## src/rtl/brownout_pkg.sv

```systemverilog
// Shared types and default constants for the brown-out digital filter.
package brownout_pkg;

  typedef enum logic [2:0] {
    ST_OFF          = 3'd0,
    ST_SETTLE       = 3'd1,
    ST_IDLE         = 3'd2,
    ST_ASSERT_PEND  = 3'd3,
    ST_BROWN        = 3'd4,
    ST_RELEASE_PEND = 3'd5
  } state_t;

  localparam int SYNC_STAGES_DEF   = 2;
  localparam int CNT_W_DEF         = 8;
  localparam int SETTLE_CYCLES_DEF = 16;

  localparam logic [7:0] BROUT_CNT_MAX = 8'd255;

endpackage

```

## src/rtl/brownout_sync.sv

```systemverilog
// Multi-flop synchronizer for an asynchronous comparator output.
module brownout_sync #(
  parameter int STAGES = 2
) (
  input  logic clk,
  input  logic rst_n,
  input  logic d,
  output logic q
);

  logic [STAGES-1:0] r_sh;

  always_ff @(posedge clk) begin
    if (!rst_n) begin
      r_sh <= '0;
    end else begin
      r_sh <= {r_sh[STAGES-2:0], d};
    end
  end

  assign q = r_sh[STAGES-1];

endmodule

```

## src/rtl/brownout_dig_filter.sv

```systemverilog
// Brown-out back end: synchronizes the comparators, blanks after enable,
// debounces dcomp symmetrically and enforces a minimum assertion time.
module brownout_dig_filter
  import brownout_pkg::*;
#(
  parameter int SYNC_STAGES   = SYNC_STAGES_DEF,
  parameter int CNT_W         = CNT_W_DEF,
  parameter int SETTLE_CYCLES = SETTLE_CYCLES_DEF
) (
  input  logic             osc_ck,
  input  logic             rst_n,
  input  logic             ena,
  input  logic             dcomp,
  input  logic             vunder,
  input  logic [CNT_W-1:0] filt_len,
  input  logic [CNT_W-1:0] hold_len,
  input  logic             clr,
  output logic             out_unbuf,
  output logic             brout_filt,
  output logic             vunder_sync,
  output logic             brout_flag,
  output logic [7:0]       brout_cnt,
  output logic [2:0]       state
);

  localparam logic [CNT_W-1:0] SETTLE_LAST = CNT_W'(SETTLE_CYCLES - 1);

  state_t           r_state;
  logic [CNT_W-1:0] r_cnt;
  logic [CNT_W-1:0] r_hold;
  logic             r_out;
  logic             r_flag;
  logic [7:0]       r_bcnt;

  state_t           w_nstate;
  logic [CNT_W-1:0] w_ncnt;
  logic [CNT_W-1:0] w_nhold;
  logic             w_nout;
  logic             w_rise;
  logic             w_dcomp_s;
  logic             w_vunder_s;
  logic             w_dsync_rst_n;
  logic [CNT_W-1:0] w_f;
  logic             w_f_one;
  logic [CNT_W:0]   w_cnt_inc;
  logic             w_cnt_hit;
  logic             w_hold_done;

  // The dcomp chain is held clear until settling completes, so stale samples
  // taken during the blank cannot count toward the first debounce.
  assign w_dsync_rst_n = rst_n && (r_state != ST_OFF) && (r_state != ST_SETTLE);

  brownout_sync #(.STAGES(SYNC_STAGES)) u_sync_dcomp (
    .clk   (osc_ck),
    .rst_n (w_dsync_rst_n),
    .d     (dcomp),
    .q     (w_dcomp_s)
  );

  brownout_sync #(.STAGES(SYNC_STAGES)) u_sync_vunder (
    .clk   (osc_ck),
    .rst_n (rst_n),
    .d     (vunder),
    .q     (w_vunder_s)
  );

  assign w_f         = (filt_len == '0) ? CNT_W'(1) : filt_len;
  assign w_f_one     = (w_f == CNT_W'(1));
  assign w_cnt_inc   = {1'b0, r_cnt} + (CNT_W + 1)'(1);
  assign w_cnt_hit   = (w_cnt_inc >= {1'b0, w_f});
  assign w_hold_done = (r_hold >= hold_len);

  always_comb begin
    w_nstate = r_state;
    w_ncnt   = r_cnt;
    w_nhold  = r_hold;
    if (!ena) begin
      w_nstate = ST_OFF;
      w_ncnt   = '0;
      w_nhold  = '0;
    end else begin
      case (r_state)
        ST_OFF: begin
          w_nstate = ST_SETTLE;
          w_ncnt   = '0;
        end
        ST_SETTLE: begin
          if (r_cnt == SETTLE_LAST) begin
            w_nstate = ST_IDLE;
            w_ncnt   = '0;
          end else begin
            w_ncnt = w_cnt_inc[CNT_W-1:0];
          end
        end
        ST_IDLE: begin
          if (w_dcomp_s) begin
            if (w_f_one) begin
              w_nstate = ST_BROWN;
              w_ncnt   = '0;
              w_nhold  = CNT_W'(1);
            end else begin
              w_nstate = ST_ASSERT_PEND;
              w_ncnt   = CNT_W'(1);
            end
          end
        end
        ST_ASSERT_PEND: begin
          if (!w_dcomp_s) begin
            w_nstate = ST_IDLE;
            w_ncnt   = '0;
          end else if (w_cnt_hit) begin
            w_nstate = ST_BROWN;
            w_ncnt   = '0;
            w_nhold  = CNT_W'(1);
          end else begin
            w_ncnt = w_cnt_inc[CNT_W-1:0];
          end
        end
        ST_BROWN: begin
          // r_hold counts completed high cycles; it stops once it reaches H.
          if (!w_hold_done) begin
            w_nhold = r_hold + CNT_W'(1);
          end
          if (w_hold_done && !w_dcomp_s) begin
            if (w_f_one) begin
              w_nstate = ST_IDLE;
              w_ncnt   = '0;
            end else begin
              w_nstate = ST_RELEASE_PEND;
              w_ncnt   = CNT_W'(1);
            end
          end
        end
        ST_RELEASE_PEND: begin
          if (w_dcomp_s) begin
            w_nstate = ST_BROWN;
            w_ncnt   = '0;
          end else if (w_cnt_hit) begin
            w_nstate = ST_IDLE;
            w_ncnt   = '0;
          end else begin
            w_ncnt = w_cnt_inc[CNT_W-1:0];
          end
        end
        default: begin
          w_nstate = ST_OFF;
          w_ncnt   = '0;
          w_nhold  = '0;
        end
      endcase
    end
  end

  assign w_nout = (w_nstate == ST_BROWN) || (w_nstate == ST_RELEASE_PEND);
  assign w_rise = w_nout && !r_out;

  always_ff @(posedge osc_ck) begin
    if (!rst_n) begin
      r_state <= ST_OFF;
      r_cnt   <= '0;
      r_hold  <= '0;
      r_out   <= 1'b0;
    end else begin
      r_state <= w_nstate;
      r_cnt   <= w_ncnt;
      r_hold  <= w_nhold;
      r_out   <= w_nout;
    end
  end

  // Event bookkeeping survives ena=0; only reset or clr clears it.
  always_ff @(posedge osc_ck) begin
    if (!rst_n) begin
      r_flag <= 1'b0;
      r_bcnt <= '0;
    end else if (clr) begin
      r_flag <= 1'b0;
      r_bcnt <= '0;
    end else if (w_rise) begin
      r_flag <= 1'b1;
      if (r_bcnt != BROUT_CNT_MAX) begin
        r_bcnt <= r_bcnt + 8'd1;
      end
    end
  end

  assign out_unbuf   = r_out;
  assign brout_filt  = ena && w_dcomp_s;
  assign vunder_sync = ena && w_vunder_s;
  assign brout_flag  = r_flag;
  assign brout_cnt   = r_bcnt;
  assign state       = r_state;

endmodule

```

## config.mk

```make
export PLATFORM = sky130hd
export DESIGN_NAME = brownout_dig_filter
export DESIGN_NICKNAME = d
export VERILOG_FILES = /design/src/rtl/brownout_pkg.sv /design/src/rtl/brownout_sync.sv /design/src/rtl/brownout_dig_filter.sv
export SDC_FILE = /design/constraint.sdc
export NUM_CORES = 1
export LEC_CHECK = 0
export CAP_MARGIN = 20
export CORE_MARGIN = 1
export CORE_UTILIZATION = 45
export DETAILED_ROUTE_END_ITERATION = 10
export PLACE_DENSITY = 0.73
export SKIP_LAST_GASP = 1
export SLEW_MARGIN = 30
export SYNTH_ARGS = -nofsm -noshare
export SYNTH_HDL_FRONTEND = slang
export SYNTH_SLANG_ARGS = --single-unit
```

## constraint.sdc

```tcl
create_clock -name osc_ck -period 3.5 [get_ports osc_ck]
set_clock_uncertainty 0.15 [all_clocks]
set_input_delay 0.35 -clock osc_ck [delete_from_list [all_inputs] [get_ports osc_ck]]
set_output_delay 0.35 -clock osc_ck [all_outputs]
set_load 0.05 [all_outputs]
```

==> results.txt, run 1 <==
CTS root buf = clkbuf_8
Number of H-tree levels = 2
Syn Nets = 308
Peak supply drop = 0.000263 V
Final instance area = 0.00283 mm^2
Switching share of power = 0.214
Die X-Extent = 71.5 um
Antenna Diode Count = 0
Yosys top cell area share = 0.304
Clk pwr share = 0.456
Ys async rst share = 0
WHS Path Cells = 1
Vias in the first global route = 1898
Final setup violating endpoints = 0
Fin cells = 370
Placed cells = 360
Crit end category = register
IO Count = 37
Hold_sp = u_sync_vunder.r_sh[0]$_SDFF_PN0_
Gpl congestion = 0.880
Comb power frac = 0.080
Routed len/inst = 13.0 um
Post-Syn Instances = 267
Share of layout cells above drive strength 1 = 0.126
Pwr Total = 0.000820 W
Die ar. = 0.00511 mm^2
Drt first pass iters = 5
Worst Path Class, Setup = register to register
Worst skew pair latency = 0.29 ns
Post-synth top area cell = dfxtp_1
Power per Cell Area = 290 mW/mm^2
Tmin final = 3.28 ns
Final WL = 4.82 mm
Most instantiated cells after synthesis = dfxtp_1 (33), nor2_1 (26), inv_1 (20)
Largest cells by area after synthesis = dfxtp_1 (30%), ha_1 (11%), nor2_1 (4.5%), a21oi_1 (4.1%), inv_1 (3.5%)
Post-place instance area = 0.00267 mm^2
CTS tree = done
Initial Util = 0.483
Crit Path Max Fanout = 11
Final cycle utilization of the critical path = 0.936
Post-layout net count = 358
CTS buffer count = 5
R2R Setup Slk = 0.22 ns
Synth Cell Area = 0.00217 mm^2
FF-to-FF Start = r_cnt[2]$_SDFFE_PN0P_
FILL cells = 423
Sum of negative setup slack = 0 ns
Vias = 2038
CTS Hold Bufs = 0
Final hold viol count = 0
ANT nets after route = 0
Setup crit start kind = register
WP data arrival = 3.35 ns
Number of synthesized flops with an enable pin = 0
Final core occ = 0.627
Psw = 0.000175 W
Row cnt = 24
Hold path endpoint = u_sync_vunder.r_sh[1]$_SDFF_PN0_
CTS sink count = 33
Deepest clock path buffer count = 2
First-pass GRT wire length = 8.24 mm
# Max-Cap Violations = 0
Leak = 1.21 nW
IO buf count = 36
P&R area growth vs syn = 29.9%
Post-synth cell types = 50
Vias per cell = 5.51
Initial antenna violation count = 0
DPL Wire Length = 3.71 mm
Syn Area/Cell = 8.14 um^2
Remaining DRCs = 0
Gr ovfl total = 0
Core area = 0.00450 mm^2
Int Power = 0.000645 W
Slew @ Worst Pin = 0.584 ns
Worst R2R End = brout_cnt[5]$_SDFFE_PP0P_
Synthesis-stage register bit count = 33
Synth warn = 0
Worst path required time = 3.57 ns
Slew Viols, Final = 0
Slew HR = 0.610
Hold Path Class = register to register
Multi-input gate area = 0.00142 mm^2
Reg clk slew, reported paths = 0.07 ns
Die Ht = 71.5 um
Reg2Reg Depth = 14
Reg area = 666 um^2
Dominant synthesized flop cell = dfxtp_1
Most common cell in the netlist = dfxtp_1
Fmax = 305 MHz
Status = completed
Iter 0 DRT Violations = 70
Flop pwr share = 0.463
Post-synthesis sequential area ratio = 0.304
Tot GR Track Use = 0.206
Largest net degree at the start of global routing = 20
## worst max-delay path: stages, from the launching register on
cell	delay, ns
dfxtp_1	0.38
nand3_2	0.10
inv_1	0.08
nand3_1	0.10
nor2_1	0.15
xor2_1	0.22
ha_1	0.28
and3_1	0.20
a221oi_2	0.25
o31a_1	0.20
and4_1	0.24
o31ai_2	0.06
buf_4	0.17
or4_1	0.48
a21oi_2	0.14
## what timing repair did
item,CTS,global route
setup endpoints to repair,1,16
resized for setup,0,8
setup buffers,1,1
endpoints found under the hold margin,0,0
## kinds of logic after synthesis
kind of cell	synth area share
compound gates	0.196
xor+xnor	0.0483
fa+ha+maj	0.109
buf+inv	0.0518
flops	0.304
mux	0.0184
simple gates	0.272
## layout by cell type, fill, tap and decap left out, types with 3 or more instances in the layout
cell type	n
buf_4	16
a21oi_1	17
and3_1	6
o31ai_1	3
clkdlybuf4s50_1	36
xnor2_1	4
inv_1	20
a221o_1	4
clkbuf_8	6
xor2_1	8
or3_1	3
nor2_1	26
or4_1	4
or2_2	4
dfxtp_1	31
ha_1	19
nand3_1	11
mux2i_1	4
nand2_1	16
and2_1	9
o21ai_0	9
o21a_1	3
a22oi_1	3
a21o_1	3
nand4_1	3
nand2b_1	8
nor2b_1	6
a31oi_1	3
## per-layer routing
layer	routed length [um]	up-vias	part of all wire	GRT usage
met4	95	0	0.020	0.0828
met1	2260	923	0.47	0.253
met5	0	-	0	0
li1	-	1056	-	-
met2	2220	50	0.46	0.339
met3	248	9	0.051	0.0605
## cell type report
cell class	instances	area share
clock buffers	7	0.0306
clock inverters	1	0.0106
inverters	20	0.0266
multi-input cells	205	0.504
flip-flops and latches	33	0.236
well taps	52	0.0230
repair buffers	52	0.170
## power by group through the flow
stage	Sequential (W)	Combinational [W]	Clock, W
3_5_place_dp	0.000389	0.0000653	0
6_report	0.000380	0.0000659	0.000374
4_1_cts	0.000380	0.0000658	0.000380
5_1_grt	0.000380	0.0000731	0.000402
3_3_place_gp	0.000389	0.0000637	0
2_1_floorplan	0.000388	0.0000293	0
## how the worst max path moves through the flow
stage	startpoint	endpoint	slack [ns]	depth (start not counted)
6_report	r_cnt[2]$_SDFFE_PN0P_	brout_cnt[5]$_SDFFE_PP0P_	0.22	14
5_1_grt	r_cnt[2]$_SDFFE_PN0P_	brout_cnt[5]$_SDFFE_PP0P_	-0.02	14
4_1_cts	r_cnt[0]$_SDFFE_PN0P_	brout_cnt[7]$_SDFFE_PP0P_	0.02	13
3_5_place_dp	filt_len[4]	brout_cnt[7]$_SDFFE_PP0P_	-0.06	13
3_3_place_gp	filt_len[4]	brout_cnt[5]$_SDFFE_PP0P_	0.06	13
2_1_floorplan	r_cnt[0]$_SDFFE_PN0P_	brout_cnt[4]$_SDFFE_PP0P_	0.34	13
## state kept, by name, summed over array words and instances (netlist names)
name                cells
brout_cnt               8
brout_flag              1
out_unbuf               1
r_cnt                   8
r_hold                  8
state                   3
u_sync_dcomp.r_sh       2
u_sync_vunder.r_sh      2
## stage by stage
step | hold slack, ns | setup slack [ns]
4_1_cts | 0.287 | 0.0211
6_report | 0.283 | 0.225
3_3_place_gp | 0.264 | 0.0556
5_1_grt | 0.297 | -0.0216
3_5_place_dp | 0.271 | -0.0555
2_1_floorplan | 0.262 | 0.338
Power figures use the tool's default switching activity.
==> run 2, diff against run 1 <==
- CORE_ASPECT_RATIO: not set -> 1.2
- PLACE_DENSITY: 0.73 -> 0.76
- clock period: 3.5 -> 2.7 ns (I/O delays scaled with it)
==> results.txt, run 2 (synthesized netlist as in run 1, its figures left out) <==
IO Count = 37 (unchanged)
Share of layout cells above drive strength 1 = 0.266 (+0.141)
CTS buffer count = 5 (unchanged)
Status = complete, but fails checks
Crit Path Max Fanout = 8 (-3)
Pwr Total = 0.00105 W (+28%)
Row cnt = 27 (+13%)
Worst path required time = 2.77 ns (-0.80 ns)
Reg clk slew, reported paths = 0.07 ns (about the same)
Crit path max-delay family = simple AND/OR/NAND/NOR gates
Vias in the first global route = 2155 (+14%)
Fmax = 320 MHz (+4.7%)
Final instance area = 0.00321 mm^2 (+14%)
Most common cell after layout, fill and taps aside = buf_4
CTS tree = done
Final core occ = 0.695 (+0.0673)
FILL cells = 401 (-5.2%)
CP bufs+invs = 2 (unchanged)
Hold Path Class = register to register
Unrepaired setup endpoints after global routing = true
Slew @ Worst Pin = 0.500 ns (-0.0841 ns)
Die Ht = 78.2 um (+9.3%)
Worst skew pair latency = 0.29 ns (about the same)
Fin worst setup slack = -0.428 ns (-0.652 ns)
Crit end category = register
Initial Util = 0.470 (-0.0129)
Largest net degree at the start of global routing = 15 (-25%)
Worst path cell trace = nand3_4 -> inv_2 -> nand3_2 -> nor2_2 -> xor2_1 -> ha_1 -> and3_4 -> a221oi_2 -> o31a_1 -> and4_4 -> o31ai_4 -> buf_4 -> or3_4 -> a21oi_2
Failing checks = setup timing
Number of H-tree levels = 2 (unchanged)
# Max-Cap Violations = 0 (unchanged)
Drt first pass iters = 4 (-1)
Post-place instance area = 0.00296 mm^2 (+11%)
Leak = 1.38 nW (+14%)
CTS root buf = clkbuf_8
Power per Cell Area = 326 mW/mm^2 (+12%)
Vias = 2203 (+8.1%)
WP data arrival = 3.20 ns (-0.15 ns)
First-pass GRT wire length = 9.28 mm (+13%)
Tmin final = 3.13 ns (-0.148 ns)
Die X-Extent = 65.5 um (-8.5%)
Deepest clock path buffer count = 2 (unchanged)
Slew Viols, Final = 0 (unchanged)
Core area = 0.00463 mm^2 (+2.8%)
Post-Place Setup Slack = -0.713 ns (-0.658 ns)
Tot GR Track Use = 0.232 (+0.0269)
Reg area = 669 um^2 (+0.56%)
Final cycle utilization of the critical path = 1.16 (+0.223)
Final hold viol count = 0 (unchanged)
Iter 0 DRT Violations = 68 (-2.9%)
IO buf count = 36 (unchanged)
ANT nets after route = 0 (unchanged)
Worst Path Class, Setup = register to register
Remaining DRCs = 0 (unchanged)
Multi-input gate area = 0.00157 mm^2 (+11%)
Final setup violating endpoints = 29 (+29)
Critical-path top delay cell = dfxtp_4
P&R area growth vs syn = 47.8%
Worst hold slack = 0.293 ns (+0.00965 ns)
Antenna Diode Count = 0 (unchanged)
Gpl congestion = 0.872 (-0.95%)
Gr ovfl total = 0 (unchanged)
Routed len/inst = 13.4 um (+3.1%)
Final WL = 5.47 mm (+13%)
Peak supply drop = 0.000263 V (+0.23%)
DPL Wire Length = 4.16 mm (+12%)
Post-layout net count = 389 (+8.7%)
Die ar. = 0.00512 mm^2 (about the same)
Slew HR = 0.666 (+0.0555)
Vias per cell = 5.41 (-1.7%)
CTS Hold Bufs = 0 (unchanged)
Initial antenna violation count = 0 (unchanged)
Setup crit start kind = register
CTS sink count = 33 (unchanged)
Commonest non-fill, non-tap cells in the layout = buf_4 (46), clkdlybuf4s50_1 (32), dfxtp_1 (30)
Largest stage delay on the critical path = 0.39 ns (-0.09 ns)
[run 2: changes by cell type in the layout (fill, tap and decap cells not counted), moves of 3 or more]
cell | before | now
a21oi_2 | 1 | 4
buf_4 | 16 | 46
dlygate4sd2_1 | 0 | 3
nor2_2 | 0 | 3
clkdlybuf4s50_1 | 36 | 32
nor2_1 | 26 | 23
a21oi_1 | 17 | 14
[run 2: final cells by class]
class	count	area share
clock buffers	8	0.0346
inverters	20	0.0234
multi-input cells	205	0.489
flip-flops and latches	33	0.208
well taps	58	0.0226
repair buffers	83	0.222
[run 2: power breakdown]
part,total (W),internal [W],switching [W]
logic,0.000102,0.0000570,0.0000447
clock network,0.000457,0.000264,0.000193
registers,0.000490,0.000487,0.00000345
total,0.00105,0.000808,0.000242
[run 2: per-layer routing]
layer	wire [um]	global-route usage	up-vias
met4	79	0.0957	0
li1	-	-	1118
met1	2340	0.251	1043
met3	143	0.0349	7
met2	2910	0.437	35
met5	0	0	-
[run 2: worst paths after layout]
kind / startpoint / to / slack (ns) / cells past startpoint
setup / recovery: r_cnt[0]$_SDFFE_PN0P_ / brout_cnt[2]$_SDFFE_PP0P_ / -0.43 / 14
hold / removal: u_sync_vunder.r_sh[0]$_SDFF_PN0_ / u_sync_vunder.r_sh[1]$_SDFF_PN0_ / 0.29 / 1
setup reg to reg: r_cnt[0]$_SDFFE_PN0P_ / brout_cnt[2]$_SDFFE_PP0P_ / -0.43 / 14
hold reg to reg: u_sync_vunder.r_sh[0]$_SDFF_PN0_ / u_sync_vunder.r_sh[1]$_SDFF_PN0_ / 0.29 / 1
[run 2: what timing repair did]
item / in CTS / in global routing
pin swaps: 12 / 5
endpoints found under the setup margin: 29 / 29
setup buffers: 3 / 2
gates resized for setup: 27 / 4
[run 2: through the flow]
stage / TNS (ns) / std cells
final: -7.80 / 407
after global routing: -12.18 / 407
after CTS: -6.74 / 405
after detailed placement: -17.66 / 395
after global placement: -15.03 / 395
after floorplan: -1.53 / 267
